## src/rtl/alu_mult_sequencer.sv

```systemverilog
// alu_mult_sequencer
//   Multi-cycle unsigned shift-add multiplier controller wrapped around an
//   external, purely combinational WIDTH-bit ALU. Holds the product/multiplier
//   shift register and the step counter. It drives the ALU operands and opcode,
//   and each RUN cycle it captures the ALU sum and carry-out.
//
// Ports
//   clk, reset            rising-edge clock, asynchronous active-high reset
//   start                 multiply request, sampled only in IDLE
//   multiplicand          operand A, captured on the accepting edge
//   multiplier            operand B, captured on the accepting edge
//   busy                  high while stepping (RUN)
//   done                  one-cycle pulse when product is final
//   product               2*WIDTH-bit result, held until the next accepted start
//   alu_a, alu_b          ALU operands (upper product half, multiplicand or 0)
//   alu_cin               ALU carry-in, constant 0
//   alu_op                ALU select {alu2,alu1,alu0}
//   alu_result, alu_cout  ALU sum and carry-out, same cycle
module alu_mult_sequencer #(
    parameter int         WIDTH   = 32,
    parameter logic [2:0] OP_ADD  = 3'b010,
    parameter logic [2:0] OP_IDLE = 3'b000
) (
    input  logic               clk,
    input  logic               reset,
    input  logic               start,
    input  logic [WIDTH-1:0]   multiplicand,
    input  logic [WIDTH-1:0]   multiplier,
    output logic               busy,
    output logic               done,
    output logic [2*WIDTH-1:0] product,
    output logic [WIDTH-1:0]   alu_a,
    output logic [WIDTH-1:0]   alu_b,
    output logic               alu_cin,
    output logic [2:0]         alu_op,
    input  logic [WIDTH-1:0]   alu_result,
    input  logic               alu_cout
);

    localparam int CNT_W = $clog2(WIDTH) + 1;
    localparam logic [CNT_W-1:0] LAST_STEP = CNT_W'(WIDTH - 1);

    typedef enum logic [1:0] {
        S_IDLE,
        S_RUN,
        S_DONE
    } state_t;

    state_t               state;
    state_t               state_next;
    logic [2*WIDTH-1:0]   p_q;
    logic [WIDTH-1:0]     mcand_q;
    logic [CNT_W-1:0]     cnt;

    always_ff @(posedge clk or posedge reset) begin
        if (reset) begin
            state   <= S_IDLE;
            p_q     <= '0;
            mcand_q <= '0;
            cnt     <= '0;
        end else begin
            state <= state_next;
            case (state)
                S_IDLE: begin
                    if (start) begin
                        mcand_q <= multiplicand;
                        p_q     <= {{WIDTH{1'b0}}, multiplier};
                        cnt     <= '0;
                    end
                end
                S_RUN: begin
                    // {cout, sum, low half} shifted right by one: the carry-out
                    // lands in the top bit, the consumed multiplier bit drops off.
                    p_q <= {alu_cout, alu_result, p_q[WIDTH-1:1]};
                    cnt <= cnt + 1'b1;
                end
                default: ;
            endcase
        end
    end

    always_comb begin
        state_next = state;
        alu_op     = OP_IDLE;
        alu_a      = '0;
        alu_b      = '0;
        case (state)
            S_IDLE: begin
                if (start) state_next = S_RUN;
            end
            S_RUN: begin
                alu_op = OP_ADD;
                alu_a  = p_q[2*WIDTH-1:WIDTH];
                alu_b  = p_q[0] ? mcand_q : '0;
                if (cnt == LAST_STEP) state_next = S_DONE;
            end
            S_DONE: begin
                state_next = S_IDLE;
            end
            default: state_next = S_IDLE;
        endcase
    end

    assign alu_cin = 1'b0;
    assign busy    = (state == S_RUN);
    assign done    = (state == S_DONE);
    assign product = p_q;

endmodule

```

## config.mk

```make
export PLATFORM = sky130hd
export DESIGN_NAME = alu_mult_sequencer
export DESIGN_NICKNAME = d
export VERILOG_FILES = /design/src/rtl/alu_mult_sequencer.sv
export SDC_FILE = /design/constraint.sdc
export NUM_CORES = 1
export LEC_CHECK = 0
export BUFFER_PORTS_ARGS = -buffer_cell sky130_fd_sc_hd__buf_2
export CORE_MARGIN = 4
export CORE_UTILIZATION = 41
export CTS_BUF_LIST = sky130_fd_sc_hd__clkbuf_16
export DETAILED_ROUTE_END_ITERATION = 10
export PLACE_DENSITY = 0.76
export RECOVER_POWER = 25
export SYNTH_ARGS = -nofsm -noshare
export SYNTH_HDL_FRONTEND = slang
export SYNTH_SLANG_ARGS = --single-unit
```

## constraint.sdc

```tcl
create_clock -name clk -period 2.8 [get_ports clk]
set_input_delay 0.28 -clock clk [delete_from_list [all_inputs] [get_ports clk]]
set_output_delay 0.28 -clock clk [all_outputs]
set_load 0.03 [all_outputs]
```

==> results.json <==
{
  "setup_tns_ns": 0,
  "die_h_um": 114.5,
  "core_um2": 10980,
  "total_power_w": 0.005247,
  "cts_max_level": 3,
  "synth_cell_types": 32,
  "final_antenna_net_count": 0,
  "die_w_um": 114.5,
  "fin_crit_sh": 0.8434,
  "post_cts_buffers": 0,
  "async_flop_share": 1.000,
  "ctsResizeCount": 0,
  "grt_pass1_vias": 3917,
  "regArea_um2": 2603,
  "start_util": 0.4237,
  "vias": 3915,
  "clkTransAtPathRegs_ns": 0.07,
  "clock_path_buffers": 2,
  "fin_nets": 710,
  "worst_pin_slew_ns": 2.227,
  "rr_worst_depth": 4,
  "dieArea_um2": 13120,
  "synth_seq_cells": 104,
  "hold_viol_final": 0,
  "failed_checks": "max-capacitance violations, max-slew violations",
  "antenna_cells": 0,
  "grt_pass1_wl_mm": 19.84,
  "yosysWarnings": 0,
  "numCtsBuffers": 9,
  "clock_latency_ns": 0.34,
  "critPathArrivalTime_ns": 2.08,
  "drv_cap": 1,
  "critPathMaxFanout": 68,
  "slew-limit-headroom": -0.4845,
  "areaGrowthSynthToFinish_pct": 32.08,
  "syn_area_um2": 4653,
  "rsz0062_at_grt": "false",
  "io_pins": 234,
  "cts_sinks": 104,
  "antenna_found_initial": 0,
  "hold_class": "in2reg",
  "finalWirelength_mm": 12.37,
  "num_rows": 38,
  "fin_worst_skew_ns": 0.006647,
  "wire_per_inst_um": 16.40,
  "first_pass_iters": 7,
  "peakVddDrop_v": 0.0005952,
  "n_fill_cell": 1000,
  "postSynthAreaPerCell_um2": 11.72,
  "leakagePower_nw": 3.310,
  "cts_tree": "built",
  "setup_viol": 0,
  "hold_depth": 2,
  "drive_above_1_share": 0.4691,
  "clock-root-buffer": "clkbuf_16",
  "mostFrequentLayoutCells": "buf_2 (230), dfrtp_1 (104), nand2_1 (37), o21ai_0 (37), a22o_1 (33)",
  "holdBufCountCts": 0,
  "port_buffers": 230,
  "mostFrequentLayoutCell": "buf_2",
  "finalCriticalPeriod_ns": 2.362,
  "cp-end-kind": "primary output",
  "gp_congestion": 0.7901,
  "drt_drc_violations_left": 0,
  "drt_iter0_drc": 246,
  "viasPerCell": 5.192,
  "max_freq_mhz": 423.4,
  "synth_top_flop_cell": "dfrtp_1",
  "hpwl_mm": 8.706,
  "powerDensity_nw_per_um2": 853.8,
  "status": "finished, violations left",
  "overflow": 0,
  "grt_start_max_net_pins": 105,
  "multiInputGateArea_um2": 1861,
  "seq_area_frac_synth": 0.5593,
  "synth_edf_count": 0,
  "grtUsageTotal": 0.1887,
  "required_ns": 2.52,
  "slew_violations": 105,
  "syn-instance-count": 397,
  "crit_path_start_kind": "register",
  "worstSetupPathType": "reg2out"
}
## critical path, cell delays in order, from the launching register on
cell	delay, ns
dfrtp_1	0.37
nand2b_1	0.26
inv_2	0.40
buf_12	0.29
and2_1	0.18
buf_2	0.20
## logic make-up (layout without fill, tap and decap cells)
kind of cell / count (synthesis) / in the layout / share of synthesized area
compound gates: 106 / 106 / 0.1605
flops: 104 / 104 / 0.5593
mux: 33 / 33 / 0.1014
xor+xnor: 1 / 1 / 0.001883
simple gates: 110 / 110 / 0.1280
other cells: 1 / 3 / 0.0008059
buf+inv: 41 / 256 / 0.04544
fa+ha+maj: 1 / 1 / 0.002688
## through the flow
step	utilization	worst slack [ns]	hold WS [ns]	instances	instance area, µm²
floorplan	-	0.8827	0.4125	399	4664
global placement	0.5370	0.8669	0.4694	738	5898
detailed placement	0.5370	0.8083	0.4845	738	5898
CTS	0.5611	0.4192	0.1133	754	6162
global route	0.5596	0.1922	0.1365	754	6146
finish	0.5596	0.4384	0.1515	754	6146
## cell type report
class,instances,area share
Multi-Input combinational cell,254,0.3027
Clock inverter,7,0.006311
Timing Repair Buffer,238,0.2005
Inverter,2,0.001832
Tap cell,140,0.02850
Clock buffer,9,0.03664
Sequential cell,104,0.4235
## flip-flops by register name, summed over array words and instances, names as in the netlist
name and cells:
product 64, mcand_q 32, cnt 6, state 2
## power breakdown
part           switching [W]  total (W)  leakage (nW)  internal [W]
registers           0.000284    0.00213          1.26       0.00185
logic                0.00125    0.00198          1.92      0.000728
clock network       0.000539    0.00113         0.130      0.000593
total                0.00208    0.00525          3.31       0.00317
## cells in the mapped netlist, types with 2 or more instances
cell type  count  area (µm²)
o21ai_0       37       185.2
a22o_1        33       289.0
mux2_2         5       56.30
a22oi_1       31       232.7
nand3_1        2       10.01
buf_2          4       20.02
and3_1        32       200.2
dfrtp_1      104        2603
clkbuf_1      25       93.84
mux2_4        27       405.4
nand2_1       37       138.9
nor2b_1        2       12.51
buf_6          5       56.30
and2_1        32       200.2
buf_4          4       30.03
## per-layer routing
layer	part of all wire	global-route usage
met5	0	0
met4	0.014	0.05622
met3	0.076	0.05338
met2	0.51	0.3229
met1	0.40	0.2317
## worst paths after layout
path	from	slack (ns)	to
worst max-delay path	state[1]$_DFFE_PP0P_	0.44	alu_a[21]
worst min-delay path	alu_result[15]	0.15	product[46]$_DFFE_PP0P_
worst max register to register	state[0]$_DFFE_PP0P_	0.84	mcand_q[26]$_DFFE_PP0P_
worst min register to register	cnt[5]$_DFFE_PP0P_	0.49	state[1]$_DFFE_PP0P_
max in group asynchronous	reset	0.70	product[51]$_DFFE_PP0P_
min in group asynchronous	reset	0.79	mcand_q[16]$_DFFE_PP0P_
(Power assumes the default switching activity.)
